**src/rtl/disp_fetchctrl_if.sv**
```systemverilog
// AXI read-address and read-data handshake signals between the frame fetcher and the interconnect.
// The fetcher is the AXI master; the slave modport is for the interconnect or a bench model.
interface disp_fetchctrl_if;
    logic [31:0] ARADDR;
    logic [7:0]  ARLEN;
    logic        ARVALID;
    logic        ARREADY;
    logic        RVALID;
    logic        RLAST;
    logic        RREADY;

    modport master (
        output ARADDR, ARLEN, ARVALID, RREADY,
        input  ARREADY, RVALID, RLAST
    );

    modport slave (
        input  ARADDR, ARLEN, ARVALID, RREADY,
        output ARREADY, RVALID, RLAST
    );
endinterface

```
**src/rtl/disp_fetchctrl.sv**
```systemverilog
// Frame-fetch sequencer: on each VSYNC fall, latches the frame base and issues AXI read bursts
// for one frame. A burst is admitted only when the pixel FIFO is guaranteed to have room for it.
module disp_fetchctrl #(
    parameter int unsigned H_PIXELS   = 640,
    parameter int unsigned V_LINES    = 480,
    parameter int unsigned BURST_LEN  = 16,
    parameter int unsigned FIFO_DEPTH = 512,
    parameter int unsigned MAX_OUTST  = 4,
    parameter int unsigned LEVEL_W    = 10
) (
    input  logic               ACLK,
    input  logic               ARSTN,
    input  logic               DSP_VSYNC_X,
    input  logic               DISPON,
    input  logic [28:0]        DISPADDR,
    input  logic [LEVEL_W-1:0] BUF_LEVEL,
    disp_fetchctrl_if.master   axi,
    output logic               FETCH_BUSY,
    output logic               FRAME_DONE,
    output logic               FRAME_ERR
);

    localparam int unsigned NBURST     = H_PIXELS * V_LINES / BURST_LEN;
    localparam int unsigned IdxW       = $clog2(NBURST + 1);
    localparam int unsigned OutW       = $clog2(MAX_OUTST + 1);
    localparam int unsigned SumW       = LEVEL_W + 4;
    localparam int unsigned BurstBytes = BURST_LEN * 4;

    typedef enum logic [1:0] {StIdle, StIssue, StDrain, StAbort} state_e;

    state_e            state_q;
    logic [2:0]        sync_q;
    logic [28:0]       base_q;
    logic [IdxW-1:0]   idx_q;
    logic [OutW-1:0]   outst_q;
    logic              arvalid_q;
    logic [31:0]       araddr_q;
    logic              rready_q;
    logic              busy_q;
    logic              done_q;
    logic              err_q;

    logic              vs;
    logic              ar_hs;
    logic              r_last;
    logic [SumW-1:0]   space_need;
    logic              space_ok;
    logic              can_issue;
    logic              last_idx;
    logic [28:0]       burst_addr;

    // sync_q[0] is the first flop; a frame start is a 1->0 transition seen between flops 2 and 1.
    assign vs     = !sync_q[1] && sync_q[2];
    assign ar_hs  = arvalid_q && axi.ARREADY;
    assign r_last = axi.RVALID && rready_q && axi.RLAST;

    // Room must exist for every outstanding burst plus the candidate, on top of the current fill.
    assign space_need = SumW'(BUF_LEVEL) + SumW'((32'(outst_q) + 32'd1) * BURST_LEN);
    assign space_ok   = space_need <= SumW'(FIFO_DEPTH);
    assign can_issue  = !arvalid_q && (32'(idx_q) < NBURST) && (32'(outst_q) < MAX_OUTST)
                        && space_ok;
    assign last_idx   = 32'(idx_q) == NBURST - 1;
    assign burst_addr = base_q + 29'(32'(idx_q) * BurstBytes);

    always_ff @(posedge ACLK or negedge ARSTN) begin
        if (!ARSTN) begin
            sync_q <= 3'b111;
        end else begin
            sync_q <= {sync_q[1:0], DSP_VSYNC_X};
        end
    end

    // Beats arriving with nothing outstanding (e.g. left over from before a reset) are ignored.
    always_ff @(posedge ACLK or negedge ARSTN) begin
        if (!ARSTN) begin
            outst_q <= '0;
        end else if (ar_hs && !r_last) begin
            outst_q <= outst_q + OutW'(1);
        end else if (!ar_hs && r_last && outst_q != '0) begin
            outst_q <= outst_q - OutW'(1);
        end
    end

    always_ff @(posedge ACLK or negedge ARSTN) begin
        if (!ARSTN) begin
            state_q   <= StIdle;
            base_q    <= '0;
            idx_q     <= '0;
            arvalid_q <= 1'b0;
            araddr_q  <= '0;
            rready_q  <= 1'b0;
            busy_q    <= 1'b0;
            done_q    <= 1'b0;
            err_q     <= 1'b0;
        end else begin
            rready_q <= 1'b1;
            done_q   <= 1'b0;
            err_q    <= 1'b0;
            // A pending request always completes, whatever the state does this cycle.
            if (ar_hs) begin
                arvalid_q <= 1'b0;
                idx_q     <= idx_q + IdxW'(1);
            end
            unique case (state_q)
                StIdle: begin
                    if (vs && DISPON) begin
                        base_q  <= {DISPADDR[28:6], 6'b000000};
                        idx_q   <= '0;
                        state_q <= StIssue;
                        busy_q  <= 1'b1;
                    end
                end
                StIssue: begin
                    if (vs) begin
                        err_q   <= 1'b1;
                        state_q <= StAbort;
                    end else if (!DISPON) begin
                        state_q <= StAbort;
                    end else if (ar_hs && last_idx) begin
                        state_q <= StDrain;
                    end else if (can_issue) begin
                        arvalid_q <= 1'b1;
                        araddr_q  <= {3'b000, burst_addr};
                    end
                end
                StDrain: begin
                    if (vs) begin
                        err_q   <= 1'b1;
                        state_q <= StAbort;
                    end else if (outst_q == '0) begin
                        done_q  <= 1'b1;
                        state_q <= StIdle;
                        busy_q  <= 1'b0;
                    end
                end
                StAbort: begin
                    if (!arvalid_q && outst_q == '0) begin
                        state_q <= StIdle;
                        busy_q  <= 1'b0;
                    end
                end
                default: state_q <= StIdle;
            endcase
        end
    end

    assign axi.ARADDR  = araddr_q;
    assign axi.ARLEN   = 8'(BURST_LEN - 1);
    assign axi.ARVALID = arvalid_q;
    assign axi.RREADY  = rready_q;
    assign FETCH_BUSY  = busy_q;
    assign FRAME_DONE  = done_q;
    assign FRAME_ERR   = err_q;

endmodule

```
**src/flat_wrapper.sv**
```systemverilog
// flat-port wrapper written by rule: the top's interface ports become plain ports
module disp_fetchctrl_flat 
#(
    parameter int unsigned H_PIXELS   = 640,
    parameter int unsigned V_LINES    = 480,
    parameter int unsigned BURST_LEN  = 16,
    parameter int unsigned FIFO_DEPTH = 512,
    parameter int unsigned MAX_OUTST  = 4,
    parameter int unsigned LEVEL_W    = 10
)
  (ACLK, ARSTN, DSP_VSYNC_X, DISPON, DISPADDR, BUF_LEVEL, FETCH_BUSY, FRAME_DONE, FRAME_ERR, axi_ARADDR, axi_ARLEN, axi_ARVALID, axi_RREADY, axi_ARREADY, axi_RVALID, axi_RLAST);
  disp_fetchctrl_if axi_i ();
  input  logic ACLK;
  input  logic ARSTN;
  input  logic DSP_VSYNC_X;
  input  logic DISPON;
  input  logic [28:0] DISPADDR;
  input  logic [LEVEL_W-1:0] BUF_LEVEL;
  output logic FETCH_BUSY;
  output logic FRAME_DONE;
  output logic FRAME_ERR;
  output wire logic [$bits(axi_i.ARADDR)-1:0] axi_ARADDR;
  output wire logic [$bits(axi_i.ARLEN)-1:0] axi_ARLEN;
  output wire logic [$bits(axi_i.ARVALID)-1:0] axi_ARVALID;
  output wire logic [$bits(axi_i.RREADY)-1:0] axi_RREADY;
  input wire logic [$bits(axi_i.ARREADY)-1:0] axi_ARREADY;
  input wire logic [$bits(axi_i.RVALID)-1:0] axi_RVALID;
  input wire logic [$bits(axi_i.RLAST)-1:0] axi_RLAST;
  assign axi_ARADDR = axi_i.ARADDR;
  assign axi_ARLEN = axi_i.ARLEN;
  assign axi_ARVALID = axi_i.ARVALID;
  assign axi_RREADY = axi_i.RREADY;
  assign axi_i.ARREADY = axi_ARREADY;
  assign axi_i.RVALID = axi_RVALID;
  assign axi_i.RLAST = axi_RLAST;
  disp_fetchctrl #(.H_PIXELS(H_PIXELS), .V_LINES(V_LINES), .BURST_LEN(BURST_LEN), .FIFO_DEPTH(FIFO_DEPTH), .MAX_OUTST(MAX_OUTST), .LEVEL_W(LEVEL_W)) u_core (.ACLK(ACLK), .ARSTN(ARSTN), .DSP_VSYNC_X(DSP_VSYNC_X), .DISPON(DISPON), .DISPADDR(DISPADDR), .BUF_LEVEL(BUF_LEVEL), .axi(axi_i), .FETCH_BUSY(FETCH_BUSY), .FRAME_DONE(FRAME_DONE), .FRAME_ERR(FRAME_ERR));
endmodule
```
**config.mk**
```make
export PLATFORM = sky130hd
export DESIGN_NAME = disp_fetchctrl_flat
export DESIGN_NICKNAME = d
export VERILOG_FILES = /design/src/rtl/disp_fetchctrl_if.sv /design/src/rtl/disp_fetchctrl.sv /design/src/flat_wrapper.sv
export SDC_FILE = /design/constraint.sdc
export NUM_CORES = 1
export LEC_CHECK = 0
export CORE_ASPECT_RATIO = 0.5
export CORE_MARGIN = 3
export CORE_UTILIZATION = 35
export CTS_BUF_LIST = sky130_fd_sc_hd__clkbuf_4 sky130_fd_sc_hd__clkbuf_8
export DETAILED_ROUTE_END_ITERATION = 10
export GPL_ROUTABILITY_DRIVEN = 0
export GPL_TIMING_DRIVEN = 0
export PLACE_DENSITY_LB_ADDON = 0.1
export SLEW_MARGIN = 10
export SYNTH_ARGS = -nofsm -noshare
export SYNTH_HDL_FRONTEND = slang
export SYNTH_SLANG_ARGS = --single-unit
```
**constraint.sdc**
```tcl
create_clock -name ACLK -period 4.5 [get_ports ACLK]
set_clock_uncertainty 0.15 [all_clocks]
set_input_delay 0.9 -clock ACLK [delete_from_list [all_inputs] [get_ports ACLK]]
set_output_delay 0.9 -clock ACLK [all_outputs]
set_load 0.02 [all_outputs]
```
==> results.sh <==
export IMPL_syn_to_final_growth_pct=26.46
export IMPL_numPortBuffers=67
export IMPL_cts_resized=0
export IMPL_pre_cts_ws_ps=431.6
export IMPL_worstSetupEndpointType="flop"
export IMPL_crit_path_max_fanout=10
export IMPL_synth_seq_cells=74
export IMPL_routed_via_density=4.749
export IMPL_worst_r2r_setup_slack_ps=1130
export IMPL_grt_setup_unrepaired="false"
export IMPL_num_vias=3277
export IMPL_antenna_cells=0
export IMPL_core_rowCount=28
export IMPL_ys_seq_area_frac=0.4130
export IMPL_fmax_mhz=271.0
export IMPL_syn_area_um2=4493
export IMPL_total_leakage_power_nw=2.655
export IMPL_fin_nets=598
export IMPL_run_status="finished, final reports clean"
export IMPL_ant_nets=0
export IMPL_combPwrFrac=0.461
export IMPL_clk_pin_slew_worst_paths_ps=80
export IMPL_grt_pass1_wl_mm=16.82
export IMPL_critPathKind="input pin to flop"
export IMPL_synth_cell_types=57
export IMPL_drive_gt1_frac=0.1600
export IMPL_ctsHoldBuffers=0
export IMPL_finalCriticalPeriod_ps=3690
export IMPL_grt_pass1_vias=3313
export IMPL_ys_async_sr_fraction=1.000
export IMPL_setup_ws_ps=809.9
export IMPL_worstMarginPinSlew_ps=775.9
export IMPL_synthCells=426
export IMPL_maxCapViolCount=0
export IMPL_ios=91
export IMPL_p_int_w=0.001990
export IMPL_relSlewSlack=0.4827
export IMPL_drv_slew=0
export IMPL_final_common_cell="dfrtp_1"
export IMPL_power_density_nw_per_um2=552.4
export IMPL_worstPathArrival_ps=3780
export IMPL_fp_dieW_um=166.2
export IMPL_timing_rr_start="u_core.outst_q[0]"
export IMPL_routedWlPerCell_um=14.30
export IMPL_crit_start="BUF_LEVEL[4]"
export IMPL_crit_path_end="u_core.axi.ARADDR[21]"
export IMPL_dp_cells=675
export IMPL_finalHoldViolCount=0
export IMPL_drt_first_pass_iters=4
export IMPL_clockBufferDepth=2
export IMPL_setup_viol=0
export IMPL_required_ps=4590
export IMPL_seqPwrFrac=0.349
export IMPL_antenna_found_initial=0
export IMPL_grt_ovfl_total=0
export IMPL_drc=0
export IMPL_synth_warning_count=0
export IMPL_min_path_type="flop to flop"
export IMPL_grt_use_total=0.1480
export IMPL_core_area_um2=12160
export IMPL_initial_core_util=0.3696
export IMPL_hpwl_mm=7.607
export IMPL_grt_max_degree=46
export IMPL_min_period_over_period=0.8200
export IMPL_die_height_um=86.12
export IMPL_drtIter0Drc=156
export IMPL_startpoint_type="input pin"
export IMPL_p_sw_w=0.001149
export IMPL_dieArea_um2=14320
export IMPL_mostFrequentLayoutCells="71 x dfrtp_1, 66 x clkdlybuf4s50_1, 34 x nor2_1, 33 x nand2_1, 28 x ha_1"
export IMPL_vdd_drop_max_mv=0.2083
export IMPL_r2r_cells=11
export IMPL_synth_ff_type="dfrtp_1"
export IMPL_final_cells=690
export IMPL_dpl_instance_area_um2=5455
export IMPL_clockPowerShare=0.190
export IMPL_h_tree_depth=3
export IMPL_wirelength_mm=9.869
export IMPL_synth_area_per_cell_um2=10.55
export IMPL_final_area_um2=5682
export IMPL_post_cts_buffers=0
export IMPL_clkLatencyLatePin_ps=350
export IMPL_root_buffer="clkbuf_8"
export IMPL_cts_num_sinks=74
export IMPL_cts_buffers=9
export IMPL_r2r_end="u_core.axi.ARADDR[21]"
export IMPL_tritoncts="done"
export IMPL_synth_edf_count=0
export IMPL_swShare=0.3659
## stage by stage
stage | setup TNS [ps] | hold WS, ps | utilization | total power (W)
after floorplan | 0 | 195.2 | - | 0.002080
after global placement | -25770 | 196.4 | 0.4467 | 0.002552
after CTS | 0 | 209.8 | 0.4674 | 0.003187
final | 0 | 208.9 | 0.4674 | 0.003139
after detailed placement | 0 | 197.8 | 0.4487 | 0.002568
after global routing | 0 | 216.8 | 0.4674 | 0.003409
## power by group through the flow
stage | combinational [W] | sequential [W] | clock, W
floorplan | 0.000896 | 0.00118 | 0
global placement | 0.00144 | 0.00111 | 0
detailed placement | 0.00146 | 0.00111 | 0
CTS | 0.00147 | 0.00110 | 0.000618
global route | 0.00162 | 0.00114 | 0.000649
finish | 0.00145 | 0.00109 | 0.000597
## area by class of cell
class                           count  area (um^2)
Fill cell                        1155         6475
Multi-Input combinational cell    325         2457
Sequential cell                    74         1856
Timing Repair Buffer               68        695.7
Tap cell                          165        206.4
Buffer                             26        176.4
Clock buffer                       13        166.4
Inverter                           17        63.81
Clock inverter                      2        60.06
## synth_stat cells, types with 6 or more instances
master | count | share of area
a21o_1 | 7 | 0.012
a21oi_1 | 24 | 0.027
a31oi_1 | 8 | 0.011
and3_1 | 8 | 0.011
buf_4 | 17 | 0.028
dfrtp_1 | 71 | 0.40
ha_1 | 28 | 0.078
inv_1 | 17 | 0.014
mux2_1 | 6 | 0.015
mux2_2 | 21 | 0.053
mux2_4 | 15 | 0.050
nand2_1 | 33 | 0.028
nand3_1 | 18 | 0.020
nor2_1 | 34 | 0.028
o21ai_0 | 13 | 0.014
xnor2_1 | 14 | 0.027
xor2_1 | 20 | 0.039
## routing by layer
| metal | vias to the layer above | GRT usage | routed length (um) |
|---|---|---|---|
| li1 | 1656 | - | - |
| met1 | 1531 | 0.2109 | 5211 |
| met2 | 80 | 0.2165 | 3886 |
| met3 | 10 | 0.04834 | 654 |
| met4 | 0 | 0.04042 | 116 |
| met5 | - | 0 | 0 |
## worst min path at each step
stage,start,slack [ps],to,cells after the start
after global routing,u_core.sync_q[0],220,u_core.sync_q[1],0
after global placement,u_core.sync_q[0],200,u_core.sync_q[1],0
final,u_core.sync_q[0],210,u_core.sync_q[1],0
after floorplan,u_core.sync_q[0],200,u_core.sync_q[1],0
after detailed placement,u_core.sync_q[0],200,u_core.sync_q[1],0
after CTS,u_core.sync_q[0],210,u_core.sync_q[1],0
## critical path: stages
cell and delay [ps]:
clkdlybuf4s50_1 460, ha_1 160, inv_1 60, fa_1 480, or4b_1 450, nor3_2 160
a41oi_1 150, o32ai_2 170, o21ai_2 240, buf_6 240, mux2_1 310
## flip-flops by register name, summed over array words and instances (netlist names), 2 cells and up
| name | flops |
|---|---|
| u_core.axi.ARADDR | 23 |
| u_core.base_q | 23 |
| u_core.idx_q | 15 |
| u_core.outst_q | 3 |
| u_core.state_q | 2 |
| u_core.sync_q | 3 |
## logic make-up after synthesis
kind of cell               synth area share
AOI/OAI and AO/OA                    0.1301
xor gates and xnor gates            0.06628
adders and majority gates           0.09134
buffers and inverters               0.05347
DFF                                  0.4130
muxes                                0.1200
other                              0.001671
and+or+nand+nor                      0.1242
Power figures use the tool's default switching activity.
